===== src/rtl/branch_pkg.sv =====
// Shared branch opcode encodings and control-flow FSM states for the KGP-miniRISC datapath.
package branch_pkg;

  localparam int unsigned OP_W = 4;

  localparam logic [OP_W-1:0] OP_NONE = 4'b0000;
  localparam logic [OP_W-1:0] OP_B    = 4'b0001;
  localparam logic [OP_W-1:0] OP_BR   = 4'b0010;
  localparam logic [OP_W-1:0] OP_BLTZ = 4'b0011;
  localparam logic [OP_W-1:0] OP_BZ   = 4'b0100;
  localparam logic [OP_W-1:0] OP_BNZ  = 4'b0101;
  localparam logic [OP_W-1:0] OP_BL   = 4'b0110;
  localparam logic [OP_W-1:0] OP_BCY  = 4'b0111;
  localparam logic [OP_W-1:0] OP_BNCY = 4'b1000;

  typedef enum logic {
    ST_RUN   = 1'b0,
    ST_FLUSH = 1'b1
  } state_e;

  // Unlisted encodings decode as NONE, so only 1..8 count as branches.
  function automatic logic is_branch(input logic [OP_W-1:0] op);
    return (op >= OP_B) && (op <= OP_BNCY);
  endfunction

endpackage


===== src/rtl/branch_cond.sv =====
// Combinational branch resolution: taken decision and target address.
module branch_cond
  import branch_pkg::*;
#(
  parameter int unsigned ADDR_W = 32
) (
  input  logic [OP_W-1:0]   br_op,
  input  logic              alu_sign,
  input  logic              alu_zero,
  input  logic              carry_flag,
  input  logic [ADDR_W-1:0] rs_val,
  input  logic [ADDR_W-1:0] in_pc,
  input  logic [ADDR_W-1:0] offset,
  output logic              taken_c,
  output logic [ADDR_W-1:0] target_c
);

  always_comb begin
    taken_c  = 1'b0;
    target_c = in_pc + offset;
    case (br_op)
      OP_B, OP_BR, OP_BL: taken_c = 1'b1;
      OP_BLTZ:            taken_c = alu_sign;
      OP_BZ:              taken_c = alu_zero;
      OP_BNZ:             taken_c = ~alu_zero;
      OP_BCY:             taken_c = carry_flag;
      OP_BNCY:            taken_c = ~carry_flag;
      default:            taken_c = 1'b0;
    endcase
    if (br_op == OP_BR) begin
      target_c = rs_val;
    end
  end

endmodule


===== src/rtl/branch_unit.sv =====
// Control-flow stage: owns fetch PC, carry flag, one-cycle wrong-path squash and bl link write.
module branch_unit
  import branch_pkg::*;
#(
  parameter int unsigned ADDR_W = 32
) (
  input  logic              clk,
  input  logic              rst,
  input  logic              stall,
  input  logic              in_valid,
  input  logic [ADDR_W-1:0] in_pc,
  input  logic [OP_W-1:0]   br_op,
  input  logic              flag_we,
  input  logic              alu_sign,
  input  logic              alu_zero,
  input  logic              alu_carry,
  input  logic [ADDR_W-1:0] rs_val,
  input  logic [ADDR_W-1:0] offset,
  output logic [ADDR_W-1:0] pc_out,
  output logic              exec_en,
  output logic              redirect,
  output logic              carry_flag,
  output logic              link_we,
  output logic [ADDR_W-1:0] link_data
);

  state_e            state_q, state_d;
  logic [ADDR_W-1:0] pc_q, pc_d;
  logic              carry_q, carry_d;
  logic              redirect_q, redirect_d;
  logic              link_we_q, link_we_d;
  logic [ADDR_W-1:0] link_data_q, link_data_d;
  logic              taken_c;
  logic [ADDR_W-1:0] target_c;

  branch_cond #(.ADDR_W(ADDR_W)) u_cond (
    .br_op      (br_op),
    .alu_sign   (alu_sign),
    .alu_zero   (alu_zero),
    .carry_flag (carry_q),
    .rs_val     (rs_val),
    .in_pc      (in_pc),
    .offset     (offset),
    .taken_c    (taken_c),
    .target_c   (target_c)
  );

  // Instruction acceptance; the slot after a taken branch is never accepted.
  assign exec_en = in_valid & ~stall & (state_q == ST_RUN);

  always_comb begin
    state_d     = state_q;
    pc_d        = pc_q;
    carry_d     = carry_q;
    redirect_d  = 1'b0;
    link_we_d   = 1'b0;
    link_data_d = link_data_q;

    case (state_q)
      ST_RUN: begin
        if (!stall) begin
          if (exec_en && taken_c) begin
            pc_d       = target_c;
            redirect_d = 1'b1;
            state_d    = ST_FLUSH;
          end else begin
            pc_d = pc_q + ADDR_W'(1);
          end
        end
      end
      ST_FLUSH: begin
        if (!stall) begin
          pc_d    = pc_q + ADDR_W'(1);
          state_d = ST_RUN;
        end
      end
    endcase

    // Branch opcodes never write the flag, so BCY/BNCY always see the old value.
    if (exec_en && flag_we && !is_branch(br_op)) begin
      carry_d = alu_carry;
    end

    if (exec_en && (br_op == OP_BL)) begin
      link_we_d   = 1'b1;
      link_data_d = in_pc + ADDR_W'(1);
    end
  end

  always_ff @(posedge clk or posedge rst) begin
    if (rst) begin
      state_q     <= ST_RUN;
      pc_q        <= '0;
      carry_q     <= 1'b0;
      redirect_q  <= 1'b0;
      link_we_q   <= 1'b0;
      link_data_q <= '0;
    end else begin
      state_q     <= state_d;
      pc_q        <= pc_d;
      carry_q     <= carry_d;
      redirect_q  <= redirect_d;
      link_we_q   <= link_we_d;
      link_data_q <= link_data_d;
    end
  end

  assign pc_out     = pc_q;
  assign redirect   = redirect_q;
  assign carry_flag = carry_q;
  assign link_we    = link_we_q;
  assign link_data  = link_data_q;

endmodule

===== config.mk =====
export PLATFORM = sky130hd
export DESIGN_NAME = branch_unit
export DESIGN_NICKNAME = d
export VERILOG_FILES = /design/src/rtl/branch_pkg.sv /design/src/rtl/branch_cond.sv /design/src/rtl/branch_unit.sv
export SDC_FILE = /design/constraint.sdc
export NUM_CORES = 1
export LEC_CHECK = 0
export CORE_MARGIN = 2
export CORE_UTILIZATION = 25
export CTS_CLUSTER_SIZE = 30
export DETAILED_ROUTE_END_ITERATION = 8
export DONT_BUFFER_PORTS = 1
export HOLD_SLACK_MARGIN = 0.03
export RECOVER_POWER = 100
export REMOVE_ABC_BUFFERS = 1
export SYNTH_ARGS = -nofsm -noshare
export SYNTH_HDL_FRONTEND = slang
export SYNTH_SLANG_ARGS = --single-unit

===== constraint.sdc =====
create_clock -name clk -period 2.6 [get_ports clk]
set_clock_uncertainty 0.05 [all_clocks]
set_input_delay 0.52 -clock clk [delete_from_list [all_inputs] [get_ports clk]]
set_output_delay 0.52 -clock clk [all_outputs]
set_load 0.02 [all_outputs]

==> results of run 1 <==
synth_stat cells (6+ instances only):
library cell and count:
buf_2 7, inv_1 23, nand3_1 44, xnor2_1 27
o211ai_1 6, mux2i_1 6, a21oi_1 73, o21bai_1 9
a21o_1 11, nor3_1 21, nand4_1 19, nor2_1 49
o21ai_0 63, a211oi_1 11, ha_1 33, xor2_1 22
clkbuf_1 17, nor4_1 8, or3_1 7, dfrtp_1 68
nand2_1 113, a31oi_1 9, and3_1 10
cells by family after synthesis:
| logic type | after synthesis | share of synthesized area |
|---|---|---|
| buffers and inverters | 50 | 0.0349 |
| adder cells (fa/ha/maj) | 34 | 0.0750 |
| AND/OR/NAND/NOR | 300 | 0.249 |
| XOR/XNOR | 49 | 0.0743 |
| AO/OA/AOI/OAI | 237 | 0.260 |
| flip-flops | 68 | 0.295 |
| multiplexers | 7 | 0.0123 |
worst max-delay path: stages:
cell and delay (ns):
ha_4 0.14, fa_2 0.35, a21o_1 0.19, a211oi_2 0.19, buf_4 0.14, nor3_2 0.05, o211ai_2 0.22, a21oi_1 0.14
a211o_1 0.32, xnor2_1 0.14, a211oi_1 0.24
worst min path at each step:
stage                         end  slack (ns)  cells past startpoint
global placement          state_q        0.43                      2
CTS                 link_data[27]        0.17                      1
finish                  pc_out[3]        0.23                      1
global route            pc_out[3]        0.21                      1
detailed placement        state_q        0.44                      2
floorplan                 state_q        0.41                      2
per-stage QoR:
step                      TNS (ns)  hold slack, ns  total power, mW  worst slack, ns  area, sq um
final                            0           0.228             4.48            0.149         6860
after global routing             0           0.213             4.79           0.0214         6860
after detailed placement     -3.42           0.441             3.46           -0.403         6690
after global placement       -3.51           0.432             3.44           -0.424         6690
after CTS                        0           0.165             4.63           0.0481         6970
after floorplan             -11.92           0.414             2.82           -0.345         5670
sequential cells by signal (all words and copies together) (netlist names):
signal / count
carry_flag: 1
link_data: 32
link_we: 1
pc_out: 32
redirect: 1
state_q: 1
report_power, final:
part / switching [mW] / internal [mW] / leakage, nW / total (mW)
sequential: 0.471 / 1.35 / 0.847 / 1.82
combinational: 0.963 / 0.559 / 1.79 / 1.52
clock: 0.445 / 0.689 / 0.135 / 1.13
total: 1.88 / 2.60 / 2.78 / 4.48
layer usage:
layer	up-vias	GRT usage	share of wire
met5	-	0	0
met4	0	0.0795	0.035
met3	39	0.0461	0.078
met2	206	0.276	0.46
met1	2736	0.206	0.42
li1	2879	-	-
cell type report:
type                       count  area, sq um
multi-input combinational    627         3900
sequential                    68         1700
antenna                        2         5.00
fill                        2419        15800
clock inverter                 2         10.0
timing repair buffer          79          532
inverter                      24         95.1
clock buffer                  13          260
tap                          285          357
what timing repair did:
item,in CTS,in global routing
hold buffers,0,0
pin swaps,0,7
resized for setup,2,5
setup endpoints to repair,3,6
==> flow_summary.yaml, run 1 <==
outcome:
  status: "complete, no violations"
synth:
  ys_types: 73
  synth.yosys.seq_area_share: 0.295
  synth_flop_cell: "dfrtp_1"
  synth_edf_count: 0
  syn_area_sq_um: 5780
  ys_ff_latch: 68
  synth_warnings: 0
  yosysTopAreaCellShare: 0.295
  async_flop_share: 1.00
  synth_area_leaders: "dfrtp_1, nand2_1, ha_1"
  synth.largest_area_cell: "dfrtp_1"
  syn_area_per_cell_sq_um: 7.75
  syn_inst: 745
setup_path:
  crit_start: "offset[0]"
  critPathKind: "primary input to flop"
  cp_max_fo: 3
  r2r-end: "pc_out[18]"
  rrSetupSlack_ns: 0.18
  critPathRequiredTime_ns: 2.79
  critical_path_arrival_ns: 2.64
  r2r-start: "carry_flag"
  worstSetupEndpoint: "pc_out[22]"
  worstRegToRegCells: 8
  startpoint_type: "primary input"
  critPathCaptureType: "flop"
floorplan:
  pin_count: 176
  dieArea_sq_um: 24300
  start_util: 0.255
  core_sq_um: 22600
  die_y_um: 156
  die-width_um: 156
  fp-row-count: 55
placement:
  io_buffers: 0
  gp_congestion: 0.913
  dpl.hpwl_mm: 16.6
  post-place-cells: 1083
pwr:
  p_leak_nw: 2.78
  power_density_nw_per_um2: 652
  irDropWorstVdd_mv: 0.281
final_layout:
  layout.cells.non_filler: 1100
  final_cell_mix: "nand2_1, a21oi_1, dfrtp_1"
  area.growth.synth_to_final_pct: 18.8
  mostFrequentLayoutCell: "nand2_1"
  finalNetCount: 951
  fin_util: 0.303
  drive_gt1_frac: 0.113
min_path:
  hp-class: "primary input to flop"
  min-delay-start: "stall"
global_routing:
  grt_pass1_vias: 5754
  antenna_found_initial: 2
  grt_start_max_net_pins: 65
  grt_pass1_wl_mm: 31.9
  grt_overflow: 0
  track_usage: 0.169
flow_run:
  cap_violations: 0
clocking:
  tritoncts: "yes"
  h-tree-depth: 3
  clk_latency_ns: 0.34
  clk_pin_slew_ns: 0.05
  cts_sinks: 68
  cts-root-buf: "clkbuf_16"
  cts_buffers: 9
  clockBufferDepth: 2
  cts_setup_buffers: 0
route:
  postRouteAntennaNets: 0
  postRouteWirelength_mm: 20.6
  route.detailed.drc: 0
  viasPerCell: 5.33
  drtPass1Iterations: 5
  wl_per_cell_um: 18.7
  vias: 5860
  drt_iter0_drc: 355
sta:
  rsz0062_at_grt: "false"
  fin_crit_sh: 0.943
  fmax_mhz: 408
  final-setup-viol-count: 0
  hold_viol: 0
  worst_pin_slew_ns: 1.29
  layout_min_cycle_time_ns: 2.45
  drv_slew: 0
  relSlewSlack: 0.140
Note: power is estimated with default switching activity, not from simulation.
==> run 2, diff against run 1 <==
--- a/config.mk
+++ b/config.mk
@@ -10,9 +10,9 @@
 export CTS_CLUSTER_SIZE = 30
 export DETAILED_ROUTE_END_ITERATION = 8
 export DONT_BUFFER_PORTS = 1
+export GPL_TIMING_DRIVEN = 0
 export HOLD_SLACK_MARGIN = 0.03
 export RECOVER_POWER = 100
-export REMOVE_ABC_BUFFERS = 1
 export SYNTH_ARGS = -nofsm -noshare
 export SYNTH_HDL_FRONTEND = slang
 export SYNTH_SLANG_ARGS = --single-unit
==> flow_summary.yaml, run 2 (synthesis results as in run 1) <==
sta:
  fmax_mhz: 391
  drv_slew: 0
  fin_crit_sh: 0.984
  worst_pin_slew_ns: 1.10
  layout_min_cycle_time_ns: 2.56
  relSlewSlack: 0.264
  final-setup-viol-count: 0
  hold_viol: 0
  fin_ws_ns: 0.0418
  rsz0062_at_grt: "true"
global_routing:
  grt_pass1_vias: 5738
  grt_overflow: 0
  track_usage: 0.182
  grt_pass1_wl_mm: 33.7
  grt_start_max_net_pins: 48
  antenna_found_initial: 0
route:
  wl_per_cell_um: 21.4
  route.detailed.drc: 0
  viasPerCell: 5.59
  postRouteAntennaNets: 0
  postRouteWirelength_mm: 22.6
  drtPass1Iterations: 6
  vias: 5906
  drt_iter0_drc: 521
pwr:
  power_density_nw_per_um2: 668
  irDropWorstVdd_mv: 0.322
  power_mw: 4.42
  p_leak_nw: 2.60
floorplan:
  fp-row-count: 55
  pin_count: 176
  die-width_um: 156
  start_util: 0.255
  core_sq_um: 22600
  dieArea_sq_um: 24300
  die_y_um: 156
final_layout:
  insertedDiodeCount: 0
  final_cell_mix: "nand2_1, a21oi_1, o21ai_0"
  multi_input_area_sq_um: 4020
  n_fill_cell: 2470
  regArea_sq_um: 1710
  finalInstanceArea_sq_um: 6620
  fin_util: 0.293
  area.growth.synth_to_final_pct: 14.7
  mostFrequentLayoutCell: "nand2_1"
  drive_gt1_frac: 0.0986
  finalNetCount: 909
placement:
  gp_congestion: 0.917
  io_buffers: 0
  pre_cts_slack_ns: -0.428
  dpl.hpwl_mm: 18.1
  placed_cell_area_sq_um: 6190
min_path:
  min_to: "link_data[0]"
  min-delay-start: "in_pc[0]"
  holdPathStages: 1
  hp-class: "primary input to flop"
setup_path:
  startpoint_type: "primary input"
  r2r-start: "state_q"
  critPathBufInv: 3
  worstRegToRegCells: 6
  slowest_stage: "nor3b_2"
  cp_max_fo: 10
  critPathCaptureType: "flop"
  cpMostUsedCell: "a21oi_1"
  critical-path-top-delay-family: "buffers and inverters"
  critical_path_arrival_ns: 2.71
  crit_chain: "clkbuf_1 > nor3b_2 > o21ai_4 > buf_2 > clkbuf_2 > a21oi_1 > a21oi_1"
  rrSetupSlack_ns: 0.09
  slowest_delay_ns: 0.65
  critPathKind: "primary input to flop"
  critPathRequiredTime_ns: 2.75
  r2r-end: "pc_out[15]"
clocking:
  clk_latency_ns: 0.34
  cts_sinks: 68
  cts-root-buf: "clkbuf_16"
  tritoncts: "yes"
  clockBufferDepth: 2
  clk_pin_slew_ns: 0.05
  h-tree-depth: 3
  cts_buffers: 9
outcome:
  status: "complete, no violations"
synth:
  synth_nets: 887
flow_run:
  cap_violations: 0
[run 2: how the worst max path moves through the flow]
| stage | startpoint | to | cells past startpoint |
|---|---|---|---|
| finish | stall | pc_out[15] | 7 |
| global route | pc_out[7] | pc_out[31] | 8 |
| CTS | pc_out[9] | pc_out[31] | 7 |
| detailed placement | offset[16] | pc_out[25] | 8 |
| global placement | rst | pc_out[3] | 1 |
| floorplan | offset[0] | pc_out[22] | 10 |
[run 2: power breakdown]
group / switching [mW] / leakage, nW / internal [mW]
clock: 0.470 / 0.126 / 0.636
sequential: 0.814 / 0.839 / 1.35
combinational: 0.681 / 1.64 / 0.471
total: 1.97 / 2.60 / 2.46
[run 2: through the flow]
stage          setup TNS (ns)  instances  hold WS, ns
3_5_place_dp           -16.06       1031        0.342
2_1_floorplan        -0.00102        745        0.417
5_1_grt               -0.0552       1056        0.250
3_3_place_gp           -66.82       1030        0.485
4_1_cts                     0       1049        0.222
6_report                    0       1056        0.238
[run 2: repair_timing]
item                                   4_1_cts  5_1_grt
resized for setup                            7       23
endpoints found under the hold margin       21        0
pin swaps                                    1        9
hold buffers                                 1        0
setup endpoints to repair                   35       19
buffers inserted                             2        7
[run 2: layer usage]
layer	global-route usage	vias up	share of wire	wire length, um
met2	0.289	268	0.45	10300
met1	0.233	2832	0.41	9340
met3	0.0689	24	0.11	2550
met4	0.0446	0	0.019	425
met5	0	-	0	0
li1	-	2782	-	-
[run 2: final cells by class]
class,instances,share of cell area
Inverter,24,0.0145
Clock inverter,3,0.00227
Clock buffer,12,0.0357
Multi-Input combinational cell,627,0.606
Sequential cell,68,0.258
Timing Repair Buffer,11,0.0128
Buffer,26,0.0164
Tap cell,285,0.0538
==> run 3, diff against run 2 <==
--- a/config.mk
+++ b/config.mk
@@ -5,6 +5,7 @@
 export SDC_FILE = /design/constraint.sdc
 export NUM_CORES = 1
 export LEC_CHECK = 0
+export CAP_MARGIN = 10
 export CORE_MARGIN = 2
 export CORE_UTILIZATION = 25
 export CTS_CLUSTER_SIZE = 30
==> results of run 3 <==
Final layout, timing and power as in run 2 (identical DEF).
